## src/rtl/percept_pkg.sv

```systemverilog
// Shared types and constants for the perceptron sequencer.
//   DEF_WORD_W    default width of input/weight/result words
//   DEF_SHIFT_LEN default length of percept's operand shift chain
//   state_t       sequencer FSM states
//   serdes_ctl_t  per-cycle strobes from the FSM to the serialiser
package percept_pkg;

    localparam int DEF_WORD_W    = 32;
    localparam int DEF_SHIFT_LEN = 2 * DEF_WORD_W;

    typedef enum logic [2:0] {
        IDLE,
        ACCEPT,
        SHIFT,
        MAC,
        DRAIN,
        DONE
    } state_t;

    typedef struct packed {
        logic load;     // take a new {weight,input} pair
        logic shift;    // advance the operand PISO one bit
        logic capture;  // take one result bit from percept
    } serdes_ctl_t;

endpackage

```

## src/rtl/percept_serdes.sv

```systemverilog
// Bit-level datapath between the word interface and percept.
//   clk, nRst         clock, async active-low reset
//   ctl               load/shift/capture strobes from the FSM
//   in_data/in_weight operand words, sampled on ctl.load
//   ser_out           registered serial operand bit (to percept.data_in)
//   ser_in            serial result bit (from percept.data_out)
//   res_data          result word assembled MSB first
module percept_serdes
    import percept_pkg::*;
#(
    parameter int WORD_W = DEF_WORD_W
) (
    input  logic              clk,
    input  logic              nRst,
    input  serdes_ctl_t       ctl,
    input  logic [WORD_W-1:0] in_data,
    input  logic [WORD_W-1:0] in_weight,
    output logic              ser_out,
    input  logic              ser_in,
    output logic [WORD_W-1:0] res_data
);

    localparam int SL = 2 * WORD_W;

    logic [SL-1:0] piso;

    // The weight MSB goes straight to ser_out on load so the first bit is
    // on the wire in the same cycle p_shift_in rises; the PISO then holds the
    // remaining 2*WORD_W-1 bits left-aligned.
    always_ff @(posedge clk or negedge nRst) begin
        if (!nRst) begin
            piso     <= '0;
            ser_out  <= 1'b0;
            res_data <= '0;
        end else begin
            if (ctl.load) begin
                ser_out <= in_weight[WORD_W-1];
                piso    <= {in_weight[WORD_W-2:0], in_data, 1'b0};
            end else if (ctl.shift) begin
                ser_out <= piso[SL-1];
                piso    <= {piso[SL-2:0], 1'b0};
            end else begin
                ser_out <= 1'b0;
            end
            // First captured bit walks up to the MSB after WORD_W captures.
            if (ctl.capture)
                res_data <= {res_data[WORD_W-2:0], ser_in};
        end
    end

endmodule

```

## src/rtl/percept_seq.sv

```systemverilog
// Sequencer driving one serial perceptron (percept) from a parallel stream
// of (input, weight) pairs; returns the accumulated result as a word.
//   clk, nRst                 clock, async active-low reset
//   start, n_terms, busy      job request / term count / job in flight
//   in_valid/in_ready         term pair handshake (in_data, in_weight)
//   res_valid/res_ready       result handshake (res_data)
//   p_shift_in, p_shift_out,
//   p_mac, p_data_in          control/data to percept
//   p_data_out                serial result from percept
module percept_seq
    import percept_pkg::*;
#(
    parameter int WORD_W  = DEF_WORD_W,
    parameter int MAC_CYC = 1,
    parameter int NT_W    = 8
) (
    input  logic              clk,
    input  logic              nRst,
    input  logic              start,
    input  logic [NT_W-1:0]   n_terms,
    output logic              busy,
    input  logic              in_valid,
    output logic              in_ready,
    input  logic [WORD_W-1:0] in_data,
    input  logic [WORD_W-1:0] in_weight,
    output logic              res_valid,
    input  logic              res_ready,
    output logic [WORD_W-1:0] res_data,
    output logic              p_shift_in,
    output logic              p_shift_out,
    output logic              p_mac,
    output logic              p_data_in,
    input  logic              p_data_out
);

    localparam int SL   = 2 * WORD_W;
    localparam int BC_W = $clog2(SL);

    state_t            state;
    logic [BC_W-1:0]   bit_cnt;
    logic [2:0]        mac_cnt;
    logic [NT_W-1:0]   term_cnt;
    logic [NT_W-1:0]   n_cap;
    logic [NT_W-1:0]   term_nxt;
    serdes_ctl_t       ctl;

    assign term_nxt = term_cnt + 1'b1;

    // The last SHIFT cycle does not advance the PISO, so p_data_in falls
    // back to 0 together with p_shift_in. Capture tracks p_shift_out itself,
    // which is exactly the set of edges percept presents a result bit on.
    always_comb begin
        ctl         = '0;
        ctl.load    = (state == ACCEPT) && in_valid && in_ready;
        ctl.shift   = (state == SHIFT) && (bit_cnt != BC_W'(SL - 1));
        ctl.capture = p_shift_out;
    end

    percept_serdes #(.WORD_W(WORD_W)) u_serdes (
        .clk      (clk),
        .nRst     (nRst),
        .ctl      (ctl),
        .in_data  (in_data),
        .in_weight(in_weight),
        .ser_out  (p_data_in),
        .ser_in   (p_data_out),
        .res_data (res_data)
    );

    always_ff @(posedge clk or negedge nRst) begin
        if (!nRst) begin
            state       <= IDLE;
            bit_cnt     <= '0;
            mac_cnt     <= '0;
            term_cnt    <= '0;
            n_cap       <= '0;
            busy        <= 1'b0;
            in_ready    <= 1'b0;
            res_valid   <= 1'b0;
            p_shift_in  <= 1'b0;
            p_shift_out <= 1'b0;
            p_mac       <= 1'b0;
        end else begin
            case (state)
                IDLE: begin
                    if (start && n_terms != '0) begin
                        n_cap    <= n_terms;
                        term_cnt <= '0;
                        busy     <= 1'b1;
                        in_ready <= 1'b1;
                        state    <= ACCEPT;
                    end
                end
                ACCEPT: begin
                    if (in_valid) begin
                        in_ready   <= 1'b0;
                        p_shift_in <= 1'b1;
                        bit_cnt    <= '0;
                        state      <= SHIFT;
                    end
                end
                SHIFT: begin
                    // Go straight into MAC so percept sees no gap.
                    if (bit_cnt == BC_W'(SL - 1)) begin
                        p_shift_in <= 1'b0;
                        p_mac      <= 1'b1;
                        mac_cnt    <= '0;
                        state      <= MAC;
                    end else begin
                        bit_cnt <= bit_cnt + 1'b1;
                    end
                end
                MAC: begin
                    if (mac_cnt == 3'(MAC_CYC - 1)) begin
                        p_mac    <= 1'b0;
                        term_cnt <= term_nxt;
                        if (term_nxt == n_cap) begin
                            p_shift_out <= 1'b1;
                            bit_cnt     <= '0;
                            state       <= DRAIN;
                        end else begin
                            in_ready <= 1'b1;
                            state    <= ACCEPT;
                        end
                    end else begin
                        mac_cnt <= mac_cnt + 1'b1;
                    end
                end
                DRAIN: begin
                    // Draining also empties percept's accumulator for the next job.
                    if (bit_cnt == BC_W'(WORD_W - 1)) begin
                        p_shift_out <= 1'b0;
                        res_valid   <= 1'b1;
                        state       <= DONE;
                    end else begin
                        bit_cnt <= bit_cnt + 1'b1;
                    end
                end
                DONE: begin
                    if (res_ready) begin
                        res_valid <= 1'b0;
                        busy      <= 1'b0;
                        state     <= IDLE;
                    end
                end
                default: state <= IDLE;
            endcase
        end
    end

endmodule

```

## config.mk

```make
export PLATFORM = sky130hd
export DESIGN_NAME = percept_seq
export DESIGN_NICKNAME = d
export VERILOG_FILES = /design/src/rtl/percept_pkg.sv /design/src/rtl/percept_serdes.sv /design/src/rtl/percept_seq.sv
export SDC_FILE = /design/constraint.sdc
export NUM_CORES = 1
export LEC_CHECK = 0
export BUFFER_PORTS_ARGS = -buffer_cell sky130_fd_sc_hd__buf_2
export CAP_MARGIN = 20
export CORE_UTILIZATION = 35
export DETAILED_ROUTE_END_ITERATION = 12
export GPL_TIMING_DRIVEN = 0
export HOLD_SLACK_MARGIN = 0.08
export PLACE_DENSITY = 0.57
export RECOVER_POWER = 50
export SYNTH_ARGS = -nofsm -noshare
export SYNTH_HDL_FRONTEND = slang
export SYNTH_HIERARCHICAL = 1
export SYNTH_SLANG_ARGS = --single-unit
```

## constraint.sdc

```tcl
create_clock -name clk -period 6.6 [get_ports clk]
set_input_delay 1.32 -clock clk [delete_from_list [all_inputs] [get_ports clk]]
set_output_delay 1.32 -clock clk [all_outputs]
set_load 0.02 [all_outputs]
```

==> results.md, run 1 <==
* Status: finished, violations left
* Failing checks: capacitance limit, slew limit
* 1st-pass router iterations at 5
* Syn_nets at about 670
* Antenna violations before repair at 0
* Met3 usage at slightly below 4%
* Worst setup path class: in -> async
* Die area at between 15000 and 20000 um^2
* Reg2reg start: term_cnt[0]
* Post-DR wirelength/cell at about 15 um
* PD cells at 422 nW/um^2
* Gr busiest metal: met2
* CP max stage delay at 1650 ps
* Crit path max-delay family: buffers and inverters
* Cell chain of the critical path: clkbuf_1
* Unrepaired setup endpoints after global routing: no
* Via/cell ratio at 5.01
* Worst reg2reg path endpoint: state[0]
* Reg clk slew, reported paths at 50 ps
* Post-route clock period utilization at a little under half
* Initial Util at a little over a third
* Startpoint Class: primary input
* Min-delay src: u_serdes/res_data[31]
* Setup bufs post-CTS at 0
* Die outline height at between 100 and 150 um
* GRT met1 Usage at ~21%
* CP bufs+invs at 1
* Sw frac at 33.9%
* Worst clock skew at 11.2 ps
* Worst Path Max Fanout at 42
* Switching pwr at between 1 and 1.5 mW
* CTS Hold Bufs at 0
* Clock Sinks at 130
* GRT Overall Usage at approximately 16%
* Max-cap check violation count at 1
* Worst skew pair latency at about 400 ps
* Vias in the first global route at 4861
* Final wirelength at roughly 14000 um
* Gate Count Post-Synth at approximately 600
* Setup Viol. Count Final at 0
* Routability congestion estimate at roughly 0.85
* WHS at between 500 and 600 ps
* Met2 usage at approximately 27%
* Crit end category: asynchronous set/reset pin
* First-pass GRT wire length at 23700 um
* Flops & latches, synth at 130
* Crit path DAT at roughly 3000 ps
* HPWL after DPL at 10200 um
* Ant diodes at 0
* Die X at between 100 and 150 um
* Leak at between 3 and 4 nW
* Reg area at roughly 3300 um^2
* Hold Crit Endpoint: u_serdes/res_data[31]
* Yosys Warn Count at 6
* Worst-Margin Slew at approximately 2400 ps
* Int Pwr at approximately 2.2 mW
* Antenna Nets Post-Route at 0
* Final slew viol count at 42
* Layout cells sized above 1 at between 20% and 30%
* Final min period at a little under 3000 ps
* Hold Crit Class: reg -> reg
* Peak Freq at 335 MHz
* DRC violations left at 0
* Vias at between 4000 and 5000
* CP required at approximately 6600 ps
* Core Rows at 48
* Syn_area_per_cell at roughly 11 um^2
* Area grow syn2layout at 23.2%
* Resized Gates After CTS at 0
* Worst Hold Path Cells at 1
* Rel. slew slack at -57.9%
* Main synth FF type: dfrtp_1
* Critical-path top delay cell: clkbuf_1
* Worst R2R Setup Slack at between 3000 and 4000 ps
* Sequential share of the synthesized area at between 50 and 60%
* Port bufs at between 100 and 150
* EDFF count, synth at 0
* Worst Reg-to-Reg Cells at 9
* H-tree depth at 4
* DRT iter0 DRCs at around 240
* Root Buffer: clkbuf_16
* NumNets Final at approximately 800
* Gate power share at around 33%
* # IOs at ~120
* Clock power share at around 29%
* Post-Syn Area at between 6000 and 7000 um^2
* Final Hold Vio Count at 0
* CTS tree: built
* Post-synth ARST share at 100%
* Max IR drop VDD at 200 uV
* Num CTS Buffers at 17
* Pin count of the biggest net entering global routing at 90
* Netlist cell types at 58
* TNS Setup at 0 ps
* Core Area at approximately 17000 um^2
* Flop pwr share at a little under two fifths
* Clock Path Buffers at 2
* Filler instances at roughly 1600
* Footprint of the multi-input gates at roughly 2700 um^2
* Grt ovf at 0
synth_stat cells (all sizes together), types with 4 or more instances:
master | count | area [um^2]
a21oi | 5 | 25.0
and3 | 7 | 46.3
buf | 22 | 234
clkbuf | 17 | 63.8
dfrtp | 130 | 3250
ha | 4 | 50.1
inv | 10 | 37.5
mux2 | 40 | 450
mux2i | 63 | 631
nand2 | 92 | 345
nand2b | 4 | 25.0
nand3 | 12 | 65.1
nor2 | 15 | 56.3
nor2b | 6 | 37.5
nor3 | 4 | 20.0
o21ai | 89 | 453
o31ai | 4 | 30.0
xnor2 | 8 | 70.1
state kept, by name (all words and copies together), names as in the netlist, 3 cells and up:
register / count
u_serdes/res_data: 32
state: 3
term_cnt: 8
bit_cnt: 6
mac_cnt: 3
n_cap: 8
u_serdes/piso: 63
cells in the final DEF (no fill, tap or decap), drive strengths merged, types with 2 or more instances in the layout:
cell type | Yosys | layout
o31a | 3 | 3
or4 | 3 | 3
nand2b | 4 | 4
nor2b | 6 | 6
a2111oi | 2 | 2
a211oi | 2 | 2
ha | 4 | 4
and3 | 7 | 7
a22o | 3 | 3
dfrtp | 130 | 130
o311ai | 2 | 2
o21a | 3 | 3
bufinv | 0 | 3
mux2i | 63 | 63
a22oi | 2 | 2
clkinv | 0 | 3
xnor2 | 8 | 8
nor4 | 2 | 2
inv | 10 | 10
nand3 | 12 | 12
nor2 | 15 | 15
a21oi | 5 | 5
nand2 | 92 | 92
mux2 | 40 | 40
clkbuf | 17 | 44
nor3 | 4 | 4
o21ai | 89 | 89
buf | 22 | 134
o2bb2ai | 2 | 2
and2 | 2 | 2
xor2 | 2 | 2
o31ai | 4 | 4
a31oi | 3 | 3
a311oi | 3 | 3
o41ai | 3 | 3
clkinvlp | 0 | 3
power by group through the flow:
stage | clock (mW) | sequential [mW] | combinational (mW)
floorplan | 0 | 1.24 | 0.826
global placement | 0 | 1.26 | 1.05
detailed placement | 0 | 1.27 | 1.10
CTS | 0.971 | 1.26 | 1.10
global route | 1.01 | 1.29 | 1.21
finish | 0.948 | 1.26 | 1.07
worst max path at each step:
stage	endpoint	cells after the start	slack, ps	startpoint
after floorplan	n_cap[1]	5	3780	n_terms[5]
after detailed placement	n_cap[6]	6	3170	n_terms[1]
final	bit_cnt[2]	1	3620	nRst
after global placement	n_cap[7]	1	2520	nRst
after CTS	n_cap[6]	6	3620	n_terms[1]
after global routing	bit_cnt[4]	1	3070	nRst
layer usage:
metal	vias to the layer above	part of all wire [%]
met5	-	0
met4	0	0.93
met3	8	5.2
met2	133	48
met1	2299	46
li1	2349	-
cells by family after synthesis:
| family | count (synthesis) | share of synthesized area [%] |
|---|---|---|
| xor+xnor | 10 | 1.39 |
| mux | 103 | 17.1 |
| compound gates | 136 | 13.2 |
| simple gates | 151 | 10.6 |
| buf+inv | 49 | 5.32 |
| flops | 130 | 51.6 |
| fa+ha+maj | 4 | 0.794 |
cell type report:
class	instances	area share, %
clock buffers	22	5.98
clock inverters	9	1.69
multi-input cells	404	35.0
plain buffers	39	3.53
well taps	225	3.62
repair buffers	117	7.81
inverters	10	0.483
flip-flops and latches	130	41.9
per-stage QoR:
stage               setup WS (ps)  utilization (%)  std cells  area [um^2]  power (mW)
floorplan                    3780                -        583         6310        2.07
detailed placement           3170             41.2        925         7200        2.36
CTS                          3620             44.6        956         7800        3.33
global placement             2520             41.0        924         7170        2.31
global route                 3070             44.4        956         7770        3.51
finish                       3620             44.4        956         7770        3.28
No activity file was read; power rests on OpenSTA's default activity.
==> inputs of run 2 (changes only) <==
--- a/config.mk
+++ b/config.mk
@@ -11,7 +11,7 @@
 export DETAILED_ROUTE_END_ITERATION = 12
 export GPL_TIMING_DRIVEN = 0
 export HOLD_SLACK_MARGIN = 0.08
-export PLACE_DENSITY = 0.57
+export PLACE_DENSITY = 0.59
 export RECOVER_POWER = 50
 export SYNTH_ARGS = -nofsm -noshare
 export SYNTH_HDL_FRONTEND = slang
==> constraint.sdc (replaced) <==
create_clock -name clk -period 2.46 [get_ports clk]
set_input_delay 0.492 -clock clk [delete_from_list [all_inputs] [get_ports clk]]
set_output_delay 0.492 -clock clk [all_outputs]
set_load 0.02 [all_outputs]
==> run 2 against run 1 <==
Effect of this change: the flow now finishes without violations; non-clock buffer count grew 1; setup slack lost 3600 ps; first-iteration DRC count shrank 0.85%; critical endpoint unchanged.
==> results.md, run 2 (synthesis results as in run 1) <==
* Vias at 4778 (was 4789)
* Switching pwr at 3.08 mW (was 1.11 mW)
* Crit end category: flip-flop (was asynchronous set/reset pin)
* Post-Layout Cell Count at 958 (was 956)
* Gate power share at 33.7% (was 32.7%)
* Leak at 3.47 nW (was 3.45 nW)
* Clock power share at 29.2% (was 28.9%)
* Worst clock skew at 7.11 ps (was 11.2 ps)
* Area grow syn2layout at 25.7% (was 23.2%)
* Die X at 136 um (unchanged)
* WHS at 290 ps (was 505 ps)
* Core Area at 17500 um^2 (unchanged)
* Post-DR wirelength/cell at 14.7 um (was 14.9 um)
* Final Hold Vio Count at 0 (unchanged)
* CTS tree: built (unchanged)
* 1st-pass router iterations at 4 (was 5)
* Vias in the first global route at 4808 (was 4861)
* Reg clk slew, reported paths at 60 ps (was 50 ps)
* Worst-Margin Slew at 1250 ps (was 2370 ps)
* Peak Freq at about 420 MHz
* # IOs at 117 (unchanged)
* Final wirelength at 14100 um (was 14300 um)
* Antenna Nets Post-Route at 0 (unchanged)
* Worst Path Max Fanout at 8 (was 42)
* Num CTS Buffers at 17 (unchanged)
* HPWL after DPL at 10100 um (was 10200 um)
* Final slew viol count at 0 (was 42)
* Clock Path Buffers at 2 (unchanged)
* Max-cap check violation count at 0 (was 1)
* Top Registers: u_serdes/piso x63, u_serdes/res_data x32 (unchanged)
* First-pass GRT wire length at 23100 um (was 23700 um)
* Layout cells sized above 1 at 30.0% (was 27.8%)
* Register name with the most flops: u_serdes/piso (unchanged)
* Routability congestion estimate at 0.808 (was 0.845)
* NumNets Final at 802 (was 801)
* Critical-path top delay cell: or4_4 (was clkbuf_1)
* TNS Setup at 0 ps (unchanged)
* Worst setup path class: reg -> reg (was in -> async)
* Initial Util at 36.1% (unchanged)
* Final min period at approximately 2400 ps
* H-tree depth at 4 (unchanged)
* Ant diodes at 0 (unchanged)
* Status: complete, no violations (was finished, violations left)
* GRT Overall Usage at 15.9% (was 16.2%)
* Pin count of the biggest net entering global routing at 84 (was 90)
* PD cells at 1140 nW/um^2 (was 422 nW/um^2)
* Clock Sinks at 130 (unchanged)
* Placed Cells incl. Taps at 925 (unchanged)
* Sw frac at 33.9% (about the same)
* Antenna violations before repair at 1 (was 0)
* Grt ovf at 0 (unchanged)
* Via/cell ratio at 4.99 (was 5.01)
* DRC violations left at 0 (unchanged)
* Post-route clock period utilization at around 100%
* Max FFs per register at 63 (unchanged)
* Flop pwr share at 37.0% (was 38.4%)
* Final Cell Area at 7930 um^2 (was 7770 um^2)
* Crit path DAT at 2670 ps (was 3000 ps)
* Core Rows at 48 (unchanged)
* Post-DP Area at 7200 um^2 (unchanged)
* Die outline height at 136 um (unchanged)
* Startpoint Class: flip-flop (was primary input)
* DRT iter0 DRCs at 234 (was 236)
* CP required at 2740 ps (was 6620 ps)
* Root Buffer: clkbuf_16 (unchanged)
* Port bufs at 116 (unchanged)
* Most frequent cells in the layout: 128 x dfrtp_1, 111 x buf_2, 92 x nand2_1 (was 130 x dfrtp_1, 124 x buf_2, 92 x nand2_1)
* Rel. slew slack at 16.8% (was -57.9%)
* Cell chain of the critical path: ha_4 > nand3_4 > a311oi_2 > nand4_1 > or4_4 > buf_6 > o41ai_2 > o21ai_1 (was clkbuf_1)
* Worst skew pair latency at 410 ps (about the same)
* Most common cell after layout, fill and taps aside: dfrtp_1 (unchanged)
* CP max stage delay at 560 ps (was 1650 ps)
* Max IR drop VDD at 569 uV (was 200 uV)
* Die area at 18600 um^2 (unchanged)
* Unrepaired setup endpoints after global routing: yes (was no)
* Hold Crit Class: in -> reg (was reg -> reg)
* Int Pwr at 5.99 mW (was 2.17 mW)
* Setup Viol. Count Final at 0 (unchanged)
[run 2: per-layer routing]
layer / track usage (%) / share of wire, % / vias up / wire length [um]
met3: 3.88 / 5.4 / 14 / 768
met4: 5.74 / 1.2 / 2 / 176
met2: 25.9 / 48 / 101 / 6840
met1: 20.5 / 45 / 2308 / 6310
met5: 0 / 0.092 / - / 13
li1: - / - / 2353 / -
[run 2: power by group through the flow]
stage	Clock, mW	Sequential, mW	Combinational, mW
5_1_grt	2.83	3.45	3.41
4_1_cts	2.73	3.35	3.08
2_1_floorplan	0	3.33	2.22
3_5_place_dp	0	3.39	2.95
6_report	2.65	3.36	3.06
3_3_place_gp	0	3.36	2.82
[run 2: layout make-up]
class	count	area, um^2
plain buffers	37	279
well taps	225	282
clock inverters	12	180
flip-flops and latches	130	3260
repair buffers	120	619
clock buffers	20	447
fillers	1661	9550
inverters	10	37.5
multi-input cells	404	2830
[run 2: through the flow]
step           total power [mW]  setup slack (ps)  util, %
2_1_floorplan              5.55              36.1        -
3_3_place_gp               6.18              -780     41.0
3_5_place_dp               6.34              -391     41.2
4_1_cts                    9.17              1.75     45.5
5_1_grt                    9.69             -23.3     45.4
6_report                   9.07              64.6     45.4
[run 2: worst paths after layout]
kind,start,endpoint,slack (ps),cells after the start
worst min-delay path,in_weight[31],u_serdes/ser_out,290,3
worst max register to register,term_cnt[1],bit_cnt[2],60,8
max in group asynchronous,nRst,u_serdes/piso[13],570,3
min in group asynchronous,nRst,u_serdes/piso[22],870,2
worst min register to register,u_serdes/res_data[29],u_serdes/res_data[30],500,1
worst max-delay path,term_cnt[1],bit_cnt[2],60,8
[run 2: worst max-delay path, delay by kind of cell, from the launching register on]
kind | cells | cell delay [ps]
and+or+nand+nor | 3 | 800
AOI/OAI and AO/OA | 3 | 690
DFF | 1 | 390
adders and majority gates | 1 | 220
buffers and inverters | 1 | 150
[run 2: timing repair]
item / 4_1_cts / 5_1_grt
hold buffers: 1 / 0
endpoints found under the setup margin: 83 / 73
hold endpoints to repair: 47 / 0
pin swaps: 2 / 2
buffers inserted: 2 / 0
gates resized for setup: 18 / 16
